$ cat config.mk
export PLATFORM = sky130hd
export DESIGN_NAME = shift_countdown_timer
export DESIGN_NICKNAME = d
export VERILOG_FILES = /design/src/rtl/timer_pkg.sv /design/src/rtl/unit_tick_gen.sv /design/src/rtl/shift_countdown_timer.sv
export SDC_FILE = /design/constraint.sdc
export NUM_CORES = 1
export LEC_CHECK = 0
export ABC_AREA = 1
export BUFFER_PORTS_ARGS = -buffer_cell sky130_fd_sc_hd__buf_4
export CAP_MARGIN = 25
export CELL_PAD_IN_SITES_DETAIL_PLACEMENT = 0
export CELL_PAD_IN_SITES_GLOBAL_PLACEMENT = 1
export CORE_ASPECT_RATIO = 0.6
export CORE_MARGIN = 2
export CORE_UTILIZATION = 41
export DETAILED_ROUTE_END_ITERATION = 10
export GPL_ROUTABILITY_DRIVEN = 0
export PLACE_DENSITY = 0.9
export SKIP_CTS_REPAIR_TIMING = 1
export SKIP_LAST_GASP = 1
export SLEW_MARGIN = 25
export SYNTH_ARGS = -nofsm -noshare
export SYNTH_HDL_FRONTEND = slang
export SYNTH_SLANG_ARGS = --single-unit
export TNS_END_PERCENT = 5
$ cat constraint.sdc
create_clock -name clk -period 2.3 [get_ports clk]
set_clock_uncertainty 0.2 [all_clocks]
set_input_delay 0.23 -clock clk [delete_from_list [all_inputs] [get_ports clk]]
set_output_delay 0.23 -clock clk [all_outputs]
set_load 0.02 [all_outputs]
$ cat src/rtl/timer_pkg.sv
// Shared types and helpers for the shift-loaded countdown timer.
package timer_pkg;

  typedef enum logic [1:0] {
    IDLE  = 2'd0,
    LOAD  = 2'd1,
    COUNT = 2'd2,
    DONE  = 2'd3
  } timer_state_e;

  localparam int DELAY_W_DEF = 4;

  // Width of the per-unit prescaler; a minimum of one bit keeps degenerate values legal.
  function automatic int presc_w(input int cycles_per_count);
    return (cycles_per_count < 2) ? 1 : $clog2(cycles_per_count);
  endfunction

endpackage

$ cat src/rtl/unit_tick_gen.sv
// Loadable down-counter that pulses tick_o once every CYCLES_PER_COUNT enabled cycles.
module unit_tick_gen
  import timer_pkg::*;
#(
  parameter int CYCLES_PER_COUNT = 1000
) (
  input  logic clk,
  input  logic srst_i,
  input  logic load_i,
  input  logic en_i,
  output logic tick_o
);

  localparam int PW = presc_w(CYCLES_PER_COUNT);
  localparam logic [PW-1:0] RELOAD = PW'(CYCLES_PER_COUNT - 1);

  logic [PW-1:0] presc_q;

  assign tick_o = en_i && (presc_q == '0);

  // Reload on the tick itself so consecutive units are back to back.
  always_ff @(posedge clk) begin
    if (srst_i) begin
      presc_q <= '0;
    end else if (load_i) begin
      presc_q <= RELOAD;
    end else if (en_i) begin
      if (presc_q == '0) begin
        presc_q <= RELOAD;
      end else begin
        presc_q <= presc_q - PW'(1);
      end
    end
  end

endmodule

$ cat src/rtl/shift_countdown_timer.sv
// Serially captures a delay value, then counts (delay+1) prescaled units and raises done until ack.
module shift_countdown_timer
  import timer_pkg::*;
#(
  parameter int CYCLES_PER_COUNT = 1000,
  parameter int DELAY_W          = DELAY_W_DEF
) (
  input  logic               clk,
  input  logic               reset,
  input  logic               shift_ena,
  input  logic               data,
  input  logic               ack,
  output logic [DELAY_W-1:0] count,
  output logic               counting,
  output logic               done
);

  timer_state_e       state_q;
  logic [DELAY_W-1:0] count_q;
  logic [DELAY_W-1:0] shifted;
  logic               tick;
  logic               presc_load;

  assign shifted    = {count_q[DELAY_W-2:0], data};
  assign presc_load = (state_q == LOAD) && !shift_ena;

  unit_tick_gen #(
    .CYCLES_PER_COUNT(CYCLES_PER_COUNT)
  ) u_tick (
    .clk   (clk),
    .srst_i(reset),
    .load_i(presc_load),
    .en_i  (state_q == COUNT),
    .tick_o(tick)
  );

  always_ff @(posedge clk) begin
    if (reset) begin
      state_q <= IDLE;
      count_q <= '0;
    end else begin
      case (state_q)
        IDLE: begin
          if (shift_ena) begin
            count_q <= shifted;
            state_q <= LOAD;
          end
        end
        LOAD: begin
          if (shift_ena) begin
            count_q <= shifted;
          end else begin
            state_q <= COUNT;
          end
        end
        COUNT: begin
          // A zero count exits instead of decrementing, so it can never wrap.
          if (tick) begin
            if (count_q != '0) begin
              count_q <= count_q - DELAY_W'(1);
            end else begin
              state_q <= DONE;
            end
          end
        end
        DONE: begin
          if (ack) begin
            state_q <= IDLE;
          end
        end
        default: state_q <= IDLE;
      endcase
    end
  end

  assign count    = count_q;
  assign counting = (state_q == COUNT);
  assign done     = (state_q == DONE);

endmodule
==> impl_metrics.toml, run 1 <==
[worst_setup_path]
regToRegEndpoint = "u_tick.presc_q[5]"
cp.arrival_ns = 1.76
r2r_start = "state_q[0]"
crit_fanout = 15
worst_ep_required_time_ns = 2.25
crit_end = "u_tick.presc_q[5]"
startpoint = "state_q[0]"
reg2reg_slack_ns = 0.49
critPathCaptureType = "flip-flop"
path_class = "reg2reg"
reg2reg_depth = 9
start_kind = "flip-flop"

[power]
ir_drop_mv = 0.6752
p_total_w = 0.002050
pwr_density_cell_mw_per_mm2 = 1682
leakage_nw = 0.6074

[logic_synthesis]
yosysTopAreaCell = "dfxtp_1"
synth.area.top_cells = "dfxtp_1 (30%), nand2_1 (14%), inv_1 (9.1%), ha_1 (8.1%), nor2_1 (5.9%)"
synth_fp_nets = 172
synth_commonest_cells = "nand2_1 (40), inv_1 (26), nor2_1 (17)"
syn_inst = 160
synth_edf_count = 0
mappedNetlistArea_sq_mm = 0.001077
synth.most_common_cell = "nand2_1"
ys_ff_latch = 16
syn_avg_cell_area_sq_um = 6.733
netlist.area_leader.share_pct = 29.73
ys_seq_area_share_pct = 29.73
ys_async_sr_fraction_pct = 0
synth_cell_types = 27
synth_ff_type = "dfxtp_1"
yosys_warnings = 0

[layout]
layout.nets = 185
layout.cells.non_filler = 203
area_growth_pct = 13.12
drive_above_1_share_pct = 15.20
antennaDiodeCount = 0

[cts]
cts.sinks = 16
cts_root_buffer = "clkbuf_8"
clkTransAtPathRegs_ns = 0.06
numCtsBuffers = 3
cts_tree = "yes"
clockBufferDepth = 2
worstSkewPairLatency_ns = 0.25
htree_levels = 1

[placed_design]
dp_hpwl_microns = 1661
place_ws_ns = 0.4903
dp_cells = 200
place.port_buffers = 10

[routing]
drtAntennaViolNets = 0
vias_per_cell = 4.788
drc = 0
first_pass_iters = 5
drt_iter0_markers = 46
vias = 972
wirelength_microns = 2134
routedWlPerCell_microns = 10.51

[global_route]
track_usage_pct = 16.37
grt_pass1_vias = 861
antenna_found_initial = 0
grt_pass1_wl_microns = 3857
gr-total-overflow = 0
grt_max_degree = 16

[sta]
rsz0062_at_grt = "no"
hold-worst-slack_ns = 0.04335
finalHoldViolCount = 0
max_slew_margin_pct = 81.74
final.setup.tns_ns = 0
setup_ws_ns = 0.4913
fmax_ghz = 0.5529
worst_slew_pin_slew_ns = 0.2729
fin_crit_ns = 1.809
period_share_pct = 78.64
setup_violations = 0
slew_viol_final = 0

[die]
die_w_microns = 70.18
initial_core_util_pct = 43.01
die_area_sq_mm = 0.003067
core_sq_mm = 0.002505
rows = 14
ioPinCount = 11
fp.dieH_microns = 43.71

[status]
status = "completed"

[min_path]
hold_path_class = "in2reg"

[flow_run]
cap_viol_max_count = 0
## area by class of cell
cell class | instances | area (sq um)
fill | 262 | 1286
multi-input combinational | 114 | 636.9
sequential | 16 | 320.3
inverter | 28 | 105.1
timing repair buffer | 10 | 75.07
clock buffer | 3 | 41.29
tap | 32 | 40.04
## registers in the layout, indices dropped and copies added, names as in the netlist
name            flops
u_tick.presc_q     10
state_q             2
count               4
## placed cells by master, fill, tap and decap left out, drive strengths merged
cell type and n:
nand2 42, inv 28, nor2 22, dfxtp 16, nand3 12, buf 10
ha 7, o21ai 7, a21oi 6, xor2 3, a31oi 3, nand4 3
clkbuf 3, o21bai 3, nor3 2, nand3b 2, and2 1, xnor2 1
## through the flow
step,util [%],cell area [sq um]
after global routing,48.65,1219
after floorplan,-,1077
after CTS,48.65,1219
final,48.65,1219
after global placement,47.00,1177
after detailed placement,47.00,1177
## worst max-delay path, stage by stage (launching register included)
cell and delay (ns):
dfxtp_1 0.36, inv_1 0.09, ha_1 0.30, inv_2 0.19
nand2_4 0.14, nand2_1 0.09, nor2_1 0.04, xor2_1 0.14
nor2_1 0.11, nor2_2 0.04
## layer usage
layer	track usage, %	wire length, microns	vias up	part of all wire [%]
met5	0	0	-	0
met4	3.462	10	0	0.47
met3	5.814	106	2	5.0
met2	24.00	854	19	40
met1	23.40	1162	425	54
li1	-	-	526	-
## how the worst min path moves through the flow
stage	start	end	slack, ns	depth (start not counted)
final	reset	u_tick.presc_q[5]	0.04	2
after global routing	reset	u_tick.presc_q[5]	0.04	2
after global placement	count[1]	count[1]	0.27	2
after floorplan	reset	u_tick.presc_q[2]	0.23	3
after detailed placement	count[1]	count[1]	0.29	2
after CTS	reset	u_tick.presc_q[5]	0.04	2
## cells by family (layout without fill, tap and decap cells)
group,count (synthesis),in the layout,synth area share (%)
DFF,16,16,29.73
AOI/OAI and AO/OA,19,19,11.27
and+or+nand+nor,84,84,36.47
buffers and inverters,30,41,11.15
xor gates and xnor gates,4,4,3.253
adders and majority gates,7,7,8.130
## power breakdown
group,internal (W),switching (W)
logic,0.000494,0.000830
clock network,0.000116,0.0000992
registers,0.000402,0.000108
Note: power is estimated with default switching activity, not from simulation.
==> inputs of run 2 (changes only) <==
--- a/config.mk
+++ b/config.mk
@@ -5,17 +5,17 @@
 export SDC_FILE = /design/constraint.sdc
 export NUM_CORES = 1
 export LEC_CHECK = 0
-export ABC_AREA = 1
+export ABC_AREA = 0
 export BUFFER_PORTS_ARGS = -buffer_cell sky130_fd_sc_hd__buf_4
 export CAP_MARGIN = 25
 export CELL_PAD_IN_SITES_DETAIL_PLACEMENT = 0
 export CELL_PAD_IN_SITES_GLOBAL_PLACEMENT = 1
 export CORE_ASPECT_RATIO = 0.6
 export CORE_MARGIN = 2
-export CORE_UTILIZATION = 41
+export CORE_UTILIZATION = 43
 export DETAILED_ROUTE_END_ITERATION = 10
 export GPL_ROUTABILITY_DRIVEN = 0
-export PLACE_DENSITY = 0.9
+export PLACE_DENSITY = 0.89
 export SKIP_CTS_REPAIR_TIMING = 1
 export SKIP_LAST_GASP = 1
 export SLEW_MARGIN = 25
==> constraint.sdc (replaced) <==
create_clock -name clk -period 1.7 [get_ports clk]
set_clock_uncertainty 0.2 [all_clocks]
set_input_delay 0.17 -clock clk [delete_from_list [all_inputs] [get_ports clk]]
set_output_delay 0.17 -clock clk [all_outputs]
set_load 0.02 [all_outputs]
==> impl_metrics.toml, run 2 <==
[sta]
rsz0062_at_grt = "yes"
worst_slew_pin_slew_ns = 0.3742
setup_violations = 13
slew_viol_final = 0
period_share_pct = 108.0
max_slew_margin_pct = 74.86
fmax_ghz = 0.5448
setup_ws_ns = -0.1355
finalHoldViolCount = 0
fin_crit_ns = 1.835

[routing]
first_pass_iters = 4
drt_iter0_markers = 121
wirelength_microns = 2764
drc = 0
vias = 1079
vias_per_cell = 5.533
routedWlPerCell_microns = 14.17
drtAntennaViolNets = 0

[worst_setup_path]
reg2reg_depth = 7
startpoint = "state_q[0]"
crit_end = "u_tick.presc_q[5]"
reg2reg_slack_ns = -0.14
critPathCaptureType = "flip-flop"
r2r_start = "state_q[0]"
regToRegEndpoint = "u_tick.presc_q[5]"
path_class = "reg2reg"
worst_ep_required_time_ns = 1.63
start_kind = "flip-flop"
crit_fanout = 8
cp.arrival_ns = 1.76

[logic_synthesis]
ys_seq_area_share_pct = 31.33
ys_ff_latch = 16
mappedNetlistArea_sq_mm = 0.001022
yosys_warnings = 0
synth.area.top_cells = "dfxtp_1 (31%), ha_1 (8.6%), a21oi_1 (4.9%), nor3_1 (4.4%), mux2i_1 (3.9%)"
ys_async_sr_fraction_pct = 0
syn_avg_cell_area_sq_um = 8.590
netlist.area_leader.share_pct = 31.33
synth_commonest_cells = "dfxtp_1 (16), a21oi_1 (10), inv_1 (9), nor3_1 (9), ha_1 (7)"
synth_cell_types = 39
yosysTopAreaCell = "dfxtp_1"
synth.most_common_cell = "dfxtp_1"
syn_inst = 119
synth_ff_type = "dfxtp_1"
synth_fp_nets = 131
synth_edf_count = 0

[global_route]
track_usage_pct = 21.93
grt_max_degree = 18
top_usage_layer = "met1"
antenna_found_initial = 0
use_met3_pct = 5.691
grt_pass1_wl_microns = 4643
use_met1_pct = 32.62
use_met2_pct = 32.00
grt_pass1_vias = 990
gr-total-overflow = 0

[power]
clockPowerShare_pct = 9.3
net-switching-power_w = 0.001257
seq_power_share_pct = 20.8
leakage_nw = 0.6514
pwr_density_cell_mw_per_mm2 = 1961
p_total_w = 0.003041
swShare_pct = 41.33
pwr-share-comb_pct = 69.9
intPower_w = 0.001784
ir_drop_mv = 1.146

[layout]
layout_common_cells = "buf_4 (48), dfxtp_1 (11), nor3_1 (8), a21oi_1 (8)"
seqCellArea_sq_um = 331.6
antennaDiodeCount = 0
mostFrequentLayoutCell = "buf_4"
design_area_sq_mm = 0.001550
layout.cells.non_filler = 195
fillers = 176
layout.nets = 179
largest-register = "u_tick.presc_q"
area_growth_pct = 51.65
multiInputGateArea_sq_um = 743.2
drive_above_1_share_pct = 48.48
largest_register_ffs = 10

[placed_design]
place.port_buffers = 10
dp_hpwl_microns = 2158
dp_cells = 191
place_area_sq_mm = 0.001456

[cts]
cts_root_buffer = "clkbuf_8"
cts_tree = "yes"
numCtsBuffers = 3
clkTransAtPathRegs_ns = 0.06
clockBufferDepth = 2
htree_levels = 1
cts.sinks = 16
worstSkewPairLatency_ns = 0.25

[die]
ioPinCount = 11
die_area_sq_mm = 0.002796
die_w_microns = 66.95
initial_core_util_pct = 46.21
fp.dieH_microns = 41.77
core_sq_mm = 0.002212
rows = 13

[min_path]
hold_path_class = "in2reg"
hold_start = "reset"

[status]
status = "complete, but fails checks"
violations = "negative setup slack"

[flow_run]
cap_viol_max_count = 0
==> run 2: cell types whose count changed in the layout (fill, tap and decap cells not counted), sizes merged, moves of 7 or more <==
cell   previous run  this run
inv              28         9
buf              10        48
nand3            12         0
nand2            42         6
nor3              2         9
nor2             22         3
==> run 2: worst min path at each step <==
| stage | to | slack [ns] | cells past startpoint |
|---|---|---|---|
| floorplan | count[0] | 0.18 | 2 |
| finish | state_q[1] | 0.009 | 2 |
| global placement | state_q[1] | 0.28 | 2 |
| detailed placement | count[0] | 0.28 | 3 |
| CTS | u_tick.presc_q[6] | 0.02 | 2 |
| global route | state_q[1] | 0.03 | 2 |
==> run 2: kinds of logic (layout without fill, tap and decap cells) <==
logic type                 after synthesis  in the layout  share of synthesized area, %
muxes                                    4              4                         3.917
xor gates and xnor gates                 6              6                         5.141
AOI/OAI and AO/OA                       36             36                         22.89
DFF                                     16             16                         31.33
and+or+nand+nor                         36             36                         23.01
adders and majority gates                7              7                         8.568
buffers and inverters                   14             60                         5.141
==> run 2: through the flow <==
stage / setup slack (ns) / TNS [ns] / hold slack [ns] / utilization [%]
2_1_floorplan: -0.1256 / -0.4132 / 0.1826 / -
3_3_place_gp: -0.2009 / -0.9592 / 0.2753 / 65.84
3_5_place_dp: -0.3011 / -1.655 / 0.2796 / 65.84
4_1_cts: -0.3194 / -1.882 / 0.02433 / 67.70
5_1_grt: -0.2054 / -2.173 / 0.03041 / 70.08
6_report: -0.1355 / -0.9822 / 0.009399 / 70.08
==> run 2: power by group through the flow <==
stage	registers, W	clock network (W)	logic (W)
2_1_floorplan	0.000670	0	0.00110
3_3_place_gp	0.000629	0	0.00191
3_5_place_dp	0.000636	0	0.00196
4_1_cts	0.000629	0.000285	0.00198
5_1_grt	0.000652	0.000304	0.00232
6_report	0.000634	0.000282	0.00212
==> run 2: cell type report <==
cell class                 count  area share [%]
clock buffer                   3           2.663
inverter                       9           2.341
multi-input combinational     89           47.94
sequential                    16           21.39
tap                           30           2.421
timing repair buffer          48           23.24
==> run 2: layer usage <==
layer | wire length, microns | share of wire [%]
met3 | 174 | 6.3
met2 | 1207 | 44
met5 | 0 | 0
met1 | 1363 | 49
met4 | 19 | 0.69
==> run 2: critical path: stages (launching register included) <==
cell and delay, ns:
dfxtp_2 0.33, buf_4 0.13, ha_4 0.18, and2b_2 0.24, o211ai_1 0.25, buf_4 0.17
xnor2_1 0.12, a21oi_1 0.09
==> inputs of run 3 (changes only) <==
--- a/config.mk
+++ b/config.mk
@@ -11,7 +11,6 @@
 export CELL_PAD_IN_SITES_DETAIL_PLACEMENT = 0
 export CELL_PAD_IN_SITES_GLOBAL_PLACEMENT = 1
 export CORE_ASPECT_RATIO = 0.6
-export CORE_MARGIN = 2
 export CORE_UTILIZATION = 43
 export DETAILED_ROUTE_END_ITERATION = 10
 export GPL_ROUTABILITY_DRIVEN = 0
==> constraint.sdc (replaced) <==
create_clock -name clk -period 1.9 [get_ports clk]
set_clock_uncertainty 0.2 [all_clocks]
set_input_delay 0.19 -clock clk [delete_from_list [all_inputs] [get_ports clk]]
set_output_delay 0.19 -clock clk [all_outputs]
set_load 0.02 [all_outputs]
==> impl_metrics.toml, run 3 (same netlist as run 2, synthesis figures left out) <==
[worst_setup_path]
slowest_stage = "or4_1"
critPathCaptureType = "flip-flop"
r2r_start = "state_q[0]"
reg2reg_depth = 6
cpPeakStageDelay_ns = 0.52
crit_end = "count[3]"
cp_top_family = "simple AND/OR/NAND/NOR gates"
path_class = "reg2reg"
worst_ep_required_time_ns = 1.87
worst-path-buf-inv = 1
regToRegEndpoint = "count[3]"
startpoint = "state_q[0]"
path_cells = "inv_2, ha_4, o21ai_2, nor2_1, or4_1, a31oi_1"
start_kind = "flip-flop"
cp.depth = 6
reg2reg_slack_ns = 0.04
crit_fanout = 6
cp.arrival_ns = 1.83

[routing]
drc = 0
vias = 1055
drt_iter0_markers = 110
drtAntennaViolNets = 0
routedWlPerCell_microns = 15.77
first_pass_iters = 5
vias_per_cell = 5.612
wirelength_microns = 2965

[sta]
worst_slew_pin_slew_ns = 0.3413
setup_ws_ns = 0.04136
rsz0062_at_grt = "yes"
slew_viol_final = 0
fmax_ghz = 0.5380
max_slew_margin_pct = 77.07
fin_crit_ns = 1.859
finalHoldViolCount = 0
setup_violations = 0
period_share_pct = 97.82

[power]
intPower_w = 0.001562
pwr_density_cell_mw_per_mm2 = 1801
swShare_pct = 42.59
ir_drop_mv = 1.046
clockPowerShare_pct = 9.5
p_total_w = 0.002720
leakage_nw = 0.6176
net-switching-power_w = 0.001159
pwr-share-comb_pct = 68.7
seq_power_share_pct = 21.8

[flow_run]
cap_viol_max_count = 0

[die]
initial_core_util_pct = 46.21
fp.dieH_microns = 39.77
die_w_microns = 64.95
die_area_sq_mm = 0.002583
rows = 13
ioPinCount = 11
core_sq_mm = 0.002212

[cts]
cts_root_buffer = "clkbuf_8"
cts.sinks = 16
numCtsBuffers = 3
htree_levels = 1
clockBufferDepth = 2
clkTransAtPathRegs_ns = 0.07
cts_tree = "yes"
worstSkewPairLatency_ns = 0.25

[layout]
drive_above_1_share_pct = 44.30
antennaDiodeCount = 0
largest-register = "u_tick.presc_q"
seqCellArea_sq_um = 330.3
layout.nets = 172
multiInputGateArea_sq_um = 759.5
area_growth_pct = 47.74
mostFrequentLayoutCell = "buf_4"
fillers = 172
layout_common_cells = "buf_4 (41), dfxtp_1 (12), nor3_1 (9), a21oi_1 (9), nand2_1 (6)"
largest_register_ffs = 10

[placed_design]
place_ws_ns = -0.1876
dp_hpwl_microns = 2044
place.port_buffers = 10

[global_route]
grt_max_degree = 18
grt_pass1_vias = 923
track_usage_pct = 23.62
grt_pass1_wl_microns = 4367
antenna_found_initial = 0
gr-total-overflow = 0

[status]
status = "completed"

[min_path]
hold_path_class = "in2reg"
## run 3: how the worst min path moves through the flow
stage	startpoint	end	slack (ns)	cells after the start
after floorplan	data	count[0]	0.20	2
after global placement	reset	state_q[1]	0.30	2
after global routing	reset	state_q[1]	0.04	2
after CTS	reset	u_tick.presc_q[8]	0.04	2
after detailed placement	reset	u_tick.presc_q[5]	0.31	2
final	reset	state_q[1]	0.04	2
## run 3: worst register-to-register path, stage by stage (launching register included)
cell	delay [ns]
dfxtp_2	0.38
inv_2	0.09
ha_4	0.19
o21ai_2	0.17
nor2_1	0.08
or4_1	0.52
a31oi_1	0.17
## run 3: per-stage QoR
step                      utilization (%)  hold slack [ns]  instances  setup TNS, ns  area, sq um
after floorplan                         -           0.2026        119       -0.05153         1045
after global placement              61.14           0.3014        183       -0.04108         1353
after detailed placement            61.14           0.3068        183        -0.2673         1353
after CTS                           63.01          0.04277        186        -0.5352         1394
after global routing                68.27          0.03533        188       -0.07036         1510
final                               68.27          0.03604        188              0         1510
## run 3: layer usage
metal / vias to the layer above / wire, microns / GRT usage (%)
met5: - / 0 / 0
met4: 0 / 38 / 5.556
met3: 4 / 154 / 6.105
met2: 34 / 1371 / 35.16
met1: 500 / 1401 / 33.39
li1: 517 / - / -
## run 3: layout make-up
| type | instances | share of cell area, % |
|---|---|---|
| well taps | 30 | 2.485 |
| clock buffers | 3 | 2.734 |
| multi-input cells | 89 | 50.29 |
| inverters | 9 | 2.237 |
| repair buffers | 41 | 20.38 |
| flip-flops and latches | 16 | 21.87 |
## run 3: power groups by stage
stage | registers (W) | clock network (W) | logic (W)
after CTS | 0.000563 | 0.000260 | 0.00159
after global routing | 0.000606 | 0.000276 | 0.00204
after detailed placement | 0.000568 | 0 | 0.00157
final | 0.000592 | 0.000258 | 0.00187
after floorplan | 0.000579 | 0 | 0.000922
after global placement | 0.000561 | 0 | 0.00153
